## src/rtl/mallet_ctrl.sv

```systemverilog
// Per-player mallet controller: synchronises and debounces four push-buttons, steps the
// mallet once per cursor tick with hold-to-accelerate, clamps to the player's half, freezes after goals.
module mallet_ctrl #(
    parameter int X_MIN           = 234,
    parameter int X_MAX           = 464,
    parameter int Y_MIN           = 111,
    parameter int Y_MAX           = 431,
    parameter int HOME_X          = 349,
    parameter int HOME_Y          = 271,
    parameter int DEBOUNCE_CYCLES = 250000,
    parameter int ACCEL_TICKS     = 8,
    parameter int MAX_STEP        = 4,
    parameter int FREEZE_TICKS    = 30
) (
    input  logic       clk,
    input  logic       clr,
    input  logic       btn_up,
    input  logic       btn_down,
    input  logic       btn_left,
    input  logic       btn_right,
    input  logic       clk_cursor,
    input  logic       goal,
    output logic [9:0] ball_x,
    output logic [9:0] ball_y,
    output logic       moving,
    output logic       frozen
);
    localparam logic [1:0] IDLE   = 2'd0;
    localparam logic [1:0] MOVE   = 2'd1;
    localparam logic [1:0] FROZEN = 2'd2;

    localparam int DW = $clog2(DEBOUNCE_CYCLES + 1);
    localparam int AW = $clog2(ACCEL_TICKS + 1);
    localparam int FW = $clog2(FREEZE_TICKS + 1);

    localparam logic [DW-1:0] DEB_LAST = DW'(DEBOUNCE_CYCLES - 1);
    localparam logic [AW-1:0] ACC_LAST = AW'(ACCEL_TICKS - 1);
    localparam logic [FW-1:0] FRZ_LAST = FW'(FREEZE_TICKS - 1);
    localparam logic [3:0]    STEP_MAX = 4'(MAX_STEP);
    localparam logic [9:0]    HX       = 10'(HOME_X);
    localparam logic [9:0]    HY       = 10'(HOME_Y);

    localparam logic signed [11:0] X_LO = 12'(X_MIN);
    localparam logic signed [11:0] X_HI = 12'(X_MAX);
    localparam logic signed [11:0] Y_LO = 12'(Y_MIN);
    localparam logic signed [11:0] Y_HI = 12'(Y_MAX);

    // Button bit order throughout: {up, down, left, right}
    logic [3:0] raw;
    logic [3:0] sync1_q, sync2_q, deb_q, deb_d;
    logic [DW-1:0] deb_cnt_q [4];
    logic [DW-1:0] deb_cnt_d [4];

    logic [1:0]    state_q, state_d;
    logic [9:0]    ball_x_q, ball_x_d, ball_y_q, ball_y_d;
    logic [3:0]    step_q, step_d;
    logic [AW-1:0] accel_q, accel_d;
    logic [FW-1:0] frz_q, frz_d;
    logic          cur_prev_q, moving_q, frozen_q;

    logic tick, right_only, left_only, down_only, up_only, any_dir;
    logic signed [11:0] step_s, x_sum, y_sum;
    logic [9:0] x_mv, y_mv;

    assign raw = {btn_up, btn_down, btn_left, btn_right};

    // A change is accepted only after DEBOUNCE_CYCLES consecutive mismatching cycles.
    always_comb begin
        deb_d = deb_q;
        for (int i = 0; i < 4; i++) begin
            deb_cnt_d[i] = '0;
            if (sync2_q[i] != deb_q[i]) begin
                if (deb_cnt_q[i] == DEB_LAST) deb_d[i] = sync2_q[i];
                else deb_cnt_d[i] = deb_cnt_q[i] + DW'(1);
            end
        end
    end

    function automatic logic [9:0] clamp(input logic signed [11:0] v,
                                         input logic signed [11:0] lo,
                                         input logic signed [11:0] hi);
        logic signed [11:0] r;
        r = v;
        if (v < lo) r = lo;
        if (v > hi) r = hi;
        return r[9:0];
    endfunction

    assign tick       = clk_cursor & ~cur_prev_q;
    assign right_only = deb_q[0] & ~deb_q[1];
    assign left_only  = deb_q[1] & ~deb_q[0];
    assign down_only  = deb_q[2] & ~deb_q[3];
    assign up_only    = deb_q[3] & ~deb_q[2];
    assign any_dir    = right_only | left_only | down_only | up_only;

    assign step_s = signed'({8'd0, step_q});
    assign x_sum  = signed'({2'b00, ball_x_q}) + (right_only ? step_s : (left_only ? -step_s : 12'sd0));
    assign y_sum  = signed'({2'b00, ball_y_q}) + (down_only  ? step_s : (up_only   ? -step_s : 12'sd0));
    assign x_mv   = clamp(x_sum, X_LO, X_HI);
    assign y_mv   = clamp(y_sum, Y_LO, Y_HI);

    always_comb begin
        state_d  = state_q;
        ball_x_d = ball_x_q;
        ball_y_d = ball_y_q;
        step_d   = step_q;
        accel_d  = accel_q;
        frz_d    = frz_q;
        if (goal) begin
            // A goal wins over any tick move on the same edge.
            state_d  = FROZEN;
            ball_x_d = HX;
            ball_y_d = HY;
            step_d   = 4'd1;
            accel_d  = '0;
            frz_d    = '0;
        end else if (tick) begin
            case (state_q)
                IDLE, MOVE: begin
                    if (any_dir) begin
                        state_d  = MOVE;
                        ball_x_d = x_mv;
                        ball_y_d = y_mv;
                        if (accel_q == ACC_LAST) begin
                            accel_d = '0;
                            if (step_q < STEP_MAX) step_d = step_q + 4'd1;
                        end else begin
                            accel_d = accel_q + AW'(1);
                        end
                    end else begin
                        state_d = IDLE;
                        step_d  = 4'd1;
                        accel_d = '0;
                    end
                end
                FROZEN: begin
                    if (frz_q == FRZ_LAST) begin
                        state_d = IDLE;
                        frz_d   = '0;
                        step_d  = 4'd1;
                        accel_d = '0;
                    end else begin
                        frz_d = frz_q + FW'(1);
                    end
                end
                default: state_d = IDLE;
            endcase
        end
    end

    always_ff @(posedge clk or negedge clr) begin
        if (!clr) begin
            sync1_q    <= '0;
            sync2_q    <= '0;
            deb_q      <= '0;
            for (int i = 0; i < 4; i++) deb_cnt_q[i] <= '0;
            cur_prev_q <= 1'b0;
            state_q    <= IDLE;
            ball_x_q   <= HX;
            ball_y_q   <= HY;
            step_q     <= 4'd1;
            accel_q    <= '0;
            frz_q      <= '0;
            moving_q   <= 1'b0;
            frozen_q   <= 1'b0;
        end else begin
            sync1_q    <= raw;
            sync2_q    <= sync1_q;
            deb_q      <= deb_d;
            for (int i = 0; i < 4; i++) deb_cnt_q[i] <= deb_cnt_d[i];
            cur_prev_q <= clk_cursor;
            state_q    <= state_d;
            ball_x_q   <= ball_x_d;
            ball_y_q   <= ball_y_d;
            step_q     <= step_d;
            accel_q    <= accel_d;
            frz_q      <= frz_d;
            moving_q   <= (state_d == MOVE);
            frozen_q   <= (state_d == FROZEN);
        end
    end

    assign ball_x = ball_x_q;
    assign ball_y = ball_y_q;
    assign moving = moving_q;
    assign frozen = frozen_q;
endmodule

```

## config.mk

```make
export PLATFORM = sky130hd
export DESIGN_NAME = mallet_ctrl
export DESIGN_NICKNAME = d
export VERILOG_FILES = /design/src/rtl/mallet_ctrl.sv
export SDC_FILE = /design/constraint.sdc
export NUM_CORES = 1
export LEC_CHECK = 0
export BUFFER_PORTS_ARGS = -buffer_cell sky130_fd_sc_hd__buf_4
export CAP_MARGIN = 20
export CORE_AREA = 4 4 128 130
export DETAILED_ROUTE_END_ITERATION = 8
export DIE_AREA = 0 0 132 134
export GPL_TIMING_DRIVEN = 0
export PLACE_DENSITY = 0.66
export SLEW_MARGIN = 20
export SYNTH_ARGS = -nofsm -noshare
export SYNTH_HDL_FRONTEND = slang
export SYNTH_SLANG_ARGS = --single-unit
```

## constraint.sdc

```tcl
create_clock -name clk -period 8.3 [get_ports clk]
set_input_delay 1.245 -clock clk [delete_from_list [all_inputs] [get_ports clk]]
set_output_delay 1.245 -clock clk [all_outputs]
set_load 0.05 [all_outputs]
```

# --- Word level (Yosys, flattened, before mapping) ---
# Index checks and enable logic that the tools add are counted.
totals:
  word_cells: 125
  output_inout_bits: 22
  in_bits: 8
  latchBits: 0
  reg_bits: 122
  rom_bits: 0
  memories: 0
  ramBits: 0
op_classes:
  n_bitwise: 13
  eq_ne: 17
  div_mod_pow: 0
  n_mul: 0
  n_reduce_logical: 15
  shift: 0
  magnitude_cmp: 5
  muxes: 46
  n_addsub: 10
ops:
  columns: ["op", "n"]
  rows:
  - ["18-bit 2-to-1 mux", 8]
  - ["10-bit 2-to-1 mux", 12]
  - ["18-bit by 1-bit adder with 18-bit output, second input constant", 4]
  - ["18-bit == test, second input constant", 4]
  - ["12-bit 2-to-1 mux", 4]
  - ["4-bit 2-to-1 mux", 11]
  - ["11-bit by 12-bit adder with 12-bit output", 2]
  - ["12-bit by 10-bit greater-than comparator with 1-bit output, second input constant", 2]
  - ["5-bit 2-to-1 mux", 4]
  - ["4-bit one-hot mux with 2 select lines", 2]
  - ["12-bit by 8-bit less-than comparator with 1-bit output, second input constant", 1]
  - ["12-bit by 9-bit less-than comparator with 1-bit output, second input constant", 1]
  - ["4-bit negation with 12-bit output", 1]
  - ["2-bit AND reduction", 5]
  - ["4-bit by 1-bit adder with 4-bit output, second input constant", 2]
  - ["4-bit inequality test, second input constant", 2]
  - ["2-bit nonzero test", 4]
  - ["2-bit 2-to-1 mux", 3]
  - ["3-bit AND reduction", 2]
  - ["5-bit by 1-bit adder with 5-bit output, second input constant", 1]
  - ["1-bit AND", 5]
  - ["5-bit == test, second input constant", 1]
  - ["1-bit NOT", 5]
  - ["5-bit AND reduction", 1]
  - ["12 further kinds", 19]

# --- Logic depth before layout (Yosys ltp) ---
# Gate-level depths: netlist of run 1.
logic_depth:
  ltp_word: 12
  ltp_mapped: 16
  depth_no_buf: 14

# --- Least setup slack after synthesis of run 1 ---
# No wires, ideal clock.
synth_path:
  path_type: "reg2reg"
  from: "register step_q[0]"
  to: "register ball_y_q[5], in the netlist ball_y[5]"
  path_stages_with_launch: 15
  path_buffers: 1
  synth_period_minus_slack_ns: 3.555
  required_ns: 8.181
  setup_ns: 0.119
  arrival_time_ns: 3.435
  setup_slack_ns: 4.745
  cell_sequence: "dfstp_2 -> inv_1 -> ha_1 -> nand2_1 -> o21ai_0 -> ha_1 -> a211oi_4 -> nor4_1 -> or4_4 -> a31oi_2 -> o221ai_2 -> or4b_1 -> buf_2 -> o21ai_1 -> nand2_1"
synth_between:
  elab_chain_len: 11
  elab_cells_between_ends: 12
  classes_between: "add/sub: 2; order compare: 2; mux: 8"
synth_rtl:
  columns: ["element", "line_no", "source"]
  rows:
  - ["start, declared", "56", "logic [3:0] step_q, step_d;"]
  - ["start signal, assigned", "175", "step_q <= step_d;"]
  - ["4-bit negation with 12-bit output", "98", "assign y_sum = signed'({2'b00, ball_y_q}) + (down_only ? step_s : (up_only ? -step_s : 12'sd0));"]
  - ["12-bit 2-to-1 mux", "98", null]
  - ["12-bit 2-to-1 mux *", "98", null]
  - ["11-bit by 12-bit adder with 12-bit output *", "98", null]
  - ["12-bit by 8-bit less-than comparator with 1-bit output", "84", "if (v < lo) r = lo;"]
  - ["10-bit 2-to-1 mux", "84", null]
  - ["10-bit 2-to-1 mux *", "85", "if (v > hi) r = hi;"]
  - ["10-bit 2-to-1 mux *", "120", "if (any_dir) begin"]
  - ["10-bit 2-to-1 mux *", "118", "case (state_q)"]
  - ["10-bit 2-to-1 mux *", "117", "end else if (tick) begin"]
  - ["10-bit 2-to-1 mux *", "109", "if (goal) begin"]
  - ["end signal, assigned", "174", "ball_y_q <= ball_y_d;"]
  - ["end, declared", "55", "logic [9:0] ball_x_q, ball_x_d, ball_y_q, ball_y_d;"]
# Mark *: on every way between the ends. The rest lies on a longest branch, timed or not. The select of a mux whose other input is x is not followed.
# A chain may end at the register's enable or synchronous reset.

# --- Worst setup path after layout of run 1 ---
layout_path:
  from: "register deb_q[1]"
  to: "register ball_x_q[1], in the netlist ball_x[1]"
layout_between:
  elab_chain_len: 11
  elab_cells_between_ends: 19
  classes_between: "add/sub: 1; order compare: 2; mux: 8; bitwise: 6; reduce/logical: 2"
layout_rtl:
  columns: ["element", "line_no", "source"]
  rows:
  - ["start, declared", "50", "logic [3:0] sync1_q, sync2_q, deb_q, deb_d;"]
  - ["start signal, assigned", "155", "deb_q <= '0;"]
  - ["start signal, assigned", "169", "deb_q <= deb_d;"]
  - ["1-bit AND / 1-bit NOT (equally long branches)", "91, 90", null]
  - ["12-bit 2-to-1 mux / 1-bit AND (equally long branches)", "97, 90", null]
  - ["12-bit 2-to-1 mux", "97", "assign x_sum = signed'({2'b00, ball_x_q}) + (right_only ? step_s : (left_only ? -step_s : 12'sd0));"]
  - ["11-bit by 12-bit adder with 12-bit output", "97", null]
  - ["12-bit by 9-bit less-than comparator with 1-bit output", "84", null]
  - ["10-bit 2-to-1 mux", "84", null]
  - ["10-bit 2-to-1 mux", "85", null]
  - ["10-bit 2-to-1 mux", "120", null]
  - ["10-bit 2-to-1 mux", "118", null]
  - ["10-bit 2-to-1 mux", "117", null]
  - ["10-bit 2-to-1 mux", "109", null]
  - ["end signal, assigned", "173", "ball_x_q <= ball_x_d;"]
  - ["end, declared", "55", null]
# Parallel ways exist; a longest one is shown, timed or not. The select of a mux whose other input is x is not followed.

==> results of run 1 <==
[through the flow]
stage               total power, mW  std cells  instance area, um2
floorplan                     0.636        768                7050
CTS                            1.36       1018                8090
global route                   1.40       1018                8090
global placement              0.655        985                7500
detailed placement            0.659        986                7530
finish                         1.34       1018                8090
[state kept, by name, indices dropped and copies added (netlist names), 2 cells and up]
| signal | cells |
|---|---|
| ball_x | 10 |
| step_q | 4 |
| ball_y | 10 |
| deb_q | 4 |
| sync1_q | 4 |
| state_q | 2 |
| frz_q | 5 |
| accel_q | 4 |
| deb_cnt_q | 72 |
| sync2_q | 4 |
[kinds of logic (layout without fill, tap and decap cells)]
family / after synthesis / in the layout / synth area share [%]
buffers and inverters: 41 / 103 / 2.26
multiplexers: 5 / 5 / 0.746
flip-flops: 122 / 122 / 43.5
adder cells (fa/ha/maj): 34 / 34 / 6.22
AO/OA/AOI/OAI: 141 / 141 / 13.5
AND/OR/NAND/NOR: 352 / 352 / 24.6
XOR/XNOR: 73 / 73 / 9.07
[worst max-delay path by stage]
stage | start | end | slack (ns) | cells after the start
after CTS | deb_q[1] | ball_x[1] | 4.18 | 15
after detailed placement | deb_q[1] | ball_x[1] | 4.25 | 15
after floorplan | step_q[0] | ball_y[5] | 4.75 | 14
after global routing | deb_q[1] | ball_x[1] | 3.79 | 15
after global placement | deb_q[1] | ball_x[1] | 4.29 | 15
final | deb_q[1] | ball_x[1] | 4.06 | 15
[area by class of cell]
type | instances | area, um2 | share of cell area [%]
Inverter | 20 | 75.1 | 0.928
Timing Repair Buffer | 30 | 249 | 3.08
Buffer | 21 | 83.8 | 1.04
Clock inverter | 7 | 65.1 | 0.804
Multi-Input combinational cell | 605 | 3820 | 47.2
Tap cell | 188 | 235 | 2.91
Clock buffer | 25 | 495 | 6.12
Sequential cell | 122 | 3070 | 37.9
[routing by layer]
metal | up-vias | GRT usage, % | share of wire (%)
li1 | 2820 | - | -
met1 | 2774 | 22.7 | 45
met2 | 128 | 30.4 | 49
met3 | 28 | 4.95 | 4.0
met4 | 0 | 6.65 | 1.8
met5 | - | 0 | 0
[cells in the final DEF, fill, tap and decap left out, types with 28 or more instances in the layout]
cell type	n
buf_4	28
ha_1	31
nand2_1	68
a21oi_1	37
o21ai_0	29
nor2_1	118
xnor2_1	28
dfrtp_1	110
xor2_1	45
nand3_1	37
[power groups by stage]
stage | clock network [mW] | logic, mW | registers [mW]
floorplan | 0 | 0.0184 | 0.617
global placement | 0 | 0.0374 | 0.618
detailed placement | 0 | 0.0405 | 0.619
CTS | 0.713 | 0.0406 | 0.608
global route | 0.740 | 0.0465 | 0.609
finish | 0.694 | 0.0391 | 0.609
==> flow_summary.json, run 1 <==
{
  "synth_edf_count": 0,
  "io_pins": 30,
  "synth_area_leaders": "dfrtp_1 (39%), nor2_1 (6.3%), xor2_1 (5.6%)",
  "synth_most_common_cell": "nor2_1",
  "drt_iter0_markers": 283,
  "syn-num-nets": 809,
  "dieArea_mm2": 0.0177,
  "synth_common_cells": "nor2_1 (118), dfrtp_1 (110), nand2_1 (68)",
  "hold-worst-slack_ns": 0.348,
  "seqPwrFrac_pct": 45.4,
  "hold_violations": 0,
  "post_synth.cell_area_avg_um2": 9.17,
  "cts_hold_buf": 0,
  "ir_drop_uv": 140,
  "synth_warnings": 0,
  "fmax_ghz": 0.236,
  "nets": 858,
  "setup_viol_count_final": 0,
  "rsz0062_at_grt": "false",
  "crit_arrival_ns": 4.58,
  "synth_cells": 768,
  "p_leak_nw": 3.57,
  "place_congestion": 0.846,
  "drt-total-wl_mm": 15.4,
  "async_flop_share_pct": 100,
  "ys_types": 69,
  "cts_tree": "done",
  "cp-start-kind": "flip-flop",
  "worstSkewPairLatency_ns": 0.42,
  "place_hpwl_mm": 11.2,
  "cts_sinks": 122,
  "grt-ovfl-total": 0,
  "fill_cells": 1361,
  "cts-buffers-inserted": 17,
  "path_class": "flip-flop to flip-flop",
  "grt_pass1_vias": 5796,
  "ys_seq_area_share_pct": 43.5,
  "io_buffers": 29,
  "drv_cap": 0,
  "drive_gt1_share_pct": 11.8,
  "preCtsSetupSlack_ns": 4.25,
  "critPathCaptureType": "flip-flop",
  "htree_levels": 4,
  "worst_r2r_endpoint": "ball_x[1]",
  "hold_path.class": "flip-flop to flip-flop",
  "powerDensity_mw_per_mm2": 166,
  "finalSetupTns_ns": 0,
  "netlist_area_mm2": 0.00705,
  "slowest_delay_ns": 0.62,
  "grt_max_degree": 85,
  "path_cells": "inv_1 > ha_1 > clkbuf_1 > nand2b_1 > a21o_1 > inv_1 > ha_1 > a21oi_1 > o221ai_2 > a211oi_1 > o31ai_1 > a221oi_1 > a2111oi_2 > nand2_1 > o21ai_1",
  "crit_path_max_fanout": 8,
  "worst-r2r-cell-count": 15,
  "vias": 5750,
  "drv_slew": 0,
  "status": "complete, no violations",
  "worstHoldEndpoint": "sync2_q[2]",
  "wl_per_cell_um": 15.1,
  "p_switching_uw": 286,
  "pwr-share-clk_pct": 51.7,
  "synthFlopType": "dfrtp_1",
  "track_usage_pct": 18.2,
  "viasPerCell": 5.65,
  "die_w_um": 132,
  "path_clk_slew_ns": 0.06,
  "path_buf_inv": 3,
  "area_growth_pct": 14.8,
  "cpMaxStageDelayCell": "a2111oi_2",
  "cts_setup_buffers": 0,
  "fp.dieH_um": 134,
  "drc": 0,
  "final_util_pct": 53.4,
  "intPower_mw": 1.06,
  "worstMarginPinSlew_ns": 0.670,
  "r2r-start": "deb_q[1]",
  "first_pass_iters": 6,
  "ant_nets": 0,
  "synth_top_area_cell": "dfrtp_1",
  "cp.required_ns": 8.64,
  "whs_path_depth": 0,
  "r2r_setup_slack_ns": 4.06,
  "start_util_pct": 46.5,
  "antenna_found_initial": 0,
  "slew_headroom_pct": 55.2,
  "fp.coreArea_mm2": 0.0151,
  "cts_root_buf": "clkbuf_16",
  "fin_ws_ns": 4.06,
  "rows": 45,
  "hold_start": "sync1_q[2]",
  "grt_pass1_wl_mm": 26.8,
  "cpLargestDelayFamily": "compound AO/OA/AOI/OAI gates",
  "p_sw_share_pct": 21.3,
  "p_comb_share_pct": 2.9,
  "fin_crit_sh_pct": 51.1,
  "clock_skew_ns": 0.0109,
  "synth_seq_cells": 122,
  "n_antenna_cell": 0,
  "fin_crit_ns": 4.24,
  "synth_top_area_share_pct": 39.1,
  "post_cts_resize_count": 0,
  "clockBufferDepth": 2
}
Note: power is estimated with default switching activity, not from simulation.
==> inputs of run 2 (changes only) <==
==> constraint.sdc (replaced) <==
create_clock -name clk -period 4 [get_ports clk]
set_input_delay 0.6 -clock clk [delete_from_list [all_inputs] [get_ports clk]]
set_output_delay 0.6 -clock clk [all_outputs]
set_load 0.05 [all_outputs]
==> flow_summary.json, run 2 (synthesized netlist as in run 1, its figures left out) <==
{
  "fmax_ghz": 0.261,
  "dieArea_mm2": 0.0177,
  "cts-buffers-inserted": 17,
  "grt_max_degree": 85,
  "grt_pass1_wl_mm": 26.8,
  "area_growth_pct": 16.0,
  "path_clk_slew_ns": 0.06,
  "cts_setup_buffers": 0,
  "critical_path.endpoint": "ball_x[1]",
  "ant_nets": 0,
  "drv_cap": 0,
  "critPathCaptureType": "flip-flop",
  "place_congestion": 0.846,
  "regArea_mm2": 0.00307,
  "grt_busiest_layer": "met2",
  "p_leak_nw": 3.58,
  "worst-r2r-cell-count": 14,
  "drt_iter0_markers": 261,
  "hold_violations": 0,
  "grt_pass1_vias": 5783,
  "worstSkewPairLatency_ns": 0.42,
  "fin_crit_ns": 3.84,
  "largest_reg_flops": 72,
  "drive_gt1_share_pct": 14.0,
  "fp.dieH_um": 134,
  "r2r_setup_slack_ns": 0.16,
  "htree_levels": 4,
  "multiInputGateArea_mm2": 0.00390,
  "rsz0062_at_grt": "true",
  "cts_hold_buf": 0,
  "rows": 45,
  "r2r-start": "deb_q[1]",
  "start_util_pct": 46.5,
  "worstMarginPinSlew_ns": 0.678,
  "antenna_found_initial": 0,
  "place_hpwl_mm": 11.2,
  "final_common_cell": "nor2_1",
  "final_cell_mix": "nor2_1 (116), dfrtp_1 (109), nand2_1 (67)",
  "crit_arrival_ns": 4.17,
  "drt-total-wl_mm": 15.5,
  "drv_slew": 0,
  "first_pass_iters": 6,
  "path_class": "flip-flop to flip-flop",
  "ir_drop_uv": 288,
  "cp-startpoint": "deb_q[1]",
  "worst_r2r_endpoint": "ball_x[1]",
  "viasPerCell": 5.69,
  "die_w_um": 132,
  "cts_root_buf": "clkbuf_16",
  "cp-start-kind": "flip-flop",
  "grt-ovfl-total": 0,
  "regMostFlops": "deb_cnt_q",
  "fin_ws_ns": 0.165,
  "grtUsageMet2_pct": 30.4,
  "wl_per_cell_um": 15.2,
  "hold_path.class": "input port to asynchronous set/reset pin",
  "io_buffers": 29,
  "track_usage_pct": 18.2,
  "preCtsSetupSlack_ns": -0.0538,
  "status": "complete, no violations",
  "setup_viol_count_final": 0,
  "io_pins": 30,
  "final_util_pct": 54.0,
  "cts_sinks": 122,
  "clockBufferDepth": 2,
  "nets": 857,
  "grtUsageMet1_pct": 22.8,
  "drc": 0,
  "slew_headroom_pct": 54.7,
  "cts_tree": "done",
  "fin_crit_sh_pct": 95.9,
  "fp.coreArea_mm2": 0.0151,
  "clock_skew_ns": 0.0101,
  "finalSetupTns_ns": 0,
  "n_antenna_cell": 0,
  "cp.required_ns": 4.33,
  "grtUsageMet3_pct": 4.99,
  "power_mw": 2.78,
  "crit_path_max_fanout": 8,
  "hold-worst-slack_ns": 0.0972,
  "fill_cells": 1348,
  "powerDensity_mw_per_mm2": 341,
  "vias": 5787
}
run 2: cell count changes in the layout (fill, tap and decap cells not counted), sizes merged:
cell / change
clkbuf: -1
run 2: metal layers:
layer | up-vias | part of all wire, %
met5 | - | 0
met1 | 2807 | 45
met2 | 134 | 49
met4 | 0 | 1.9
met3 | 30 | 4.1
li1 | 2816 | -
run 2: area by class of cell:
| cell class | count | area share [%] |
|---|---|---|
| Clock inverter | 7 | 0.796 |
| Sequential cell | 122 | 37.5 |
| Inverter | 20 | 0.918 |
| Clock buffer | 25 | 6.06 |
| Tap cell | 188 | 2.88 |
| Buffer | 20 | 0.995 |
| Timing Repair Buffer | 30 | 3.05 |
| Multi-Input combinational cell | 605 | 47.8 |
run 2: how the worst min path moves through the flow:
stage | from | end | slack [ns] | cells after the start
after CTS | clr | deb_cnt_q[62] | 0.09 | 1
after global routing | clr | deb_cnt_q[62] | 0.10 | 1
after detailed placement | sync1_q[2] | sync2_q[2] | 0.34 | 0
after global placement | sync1_q[2] | sync2_q[2] | 0.33 | 0
after floorplan | clr | accel_q[0] | 0.30 | 0
final | clr | deb_cnt_q[62] | 0.1 | 1
run 2: repair_timing:
action,4_1_cts,5_1_grt
resized for setup,3,21
gates cloned,0,0
pin swaps,0,4
hold endpoints to repair,0,0
setup endpoints to repair,4,15
run 2: worst max-delay path, stage by stage (launching register included):
cell	delay, ns
dfrtp_1	0.40
inv_1	0.10
ha_1	0.19
clkbuf_2	0.16
nand2b_1	0.22
o31ai_1	0.32
ha_1	0.36
a21oi_1	0.26
o221ai_2	0.21
a211oi_1	0.43
or4_4	0.24
a221oi_4	0.08
a2111oi_4	0.39
nand2_1	0.19
o21ai_1	0.21
run 2: stage by stage:
| step | instances | area [um2] |
|---|---|---|
| 2_1_floorplan | 768 | 7050 |
| 3_3_place_gp | 985 | 7500 |
| 3_5_place_dp | 986 | 7530 |
| 4_1_cts | 1018 | 8110 |
| 5_1_grt | 1017 | 8170 |
| 6_report | 1017 | 8170 |
run 2: power breakdown:
part	leakage, nW	internal, mW	switching, mW
logic	1.69	0.0244	0.0568
registers	1.62	1.25	0.0110
clock network	0.273	0.915	0.525
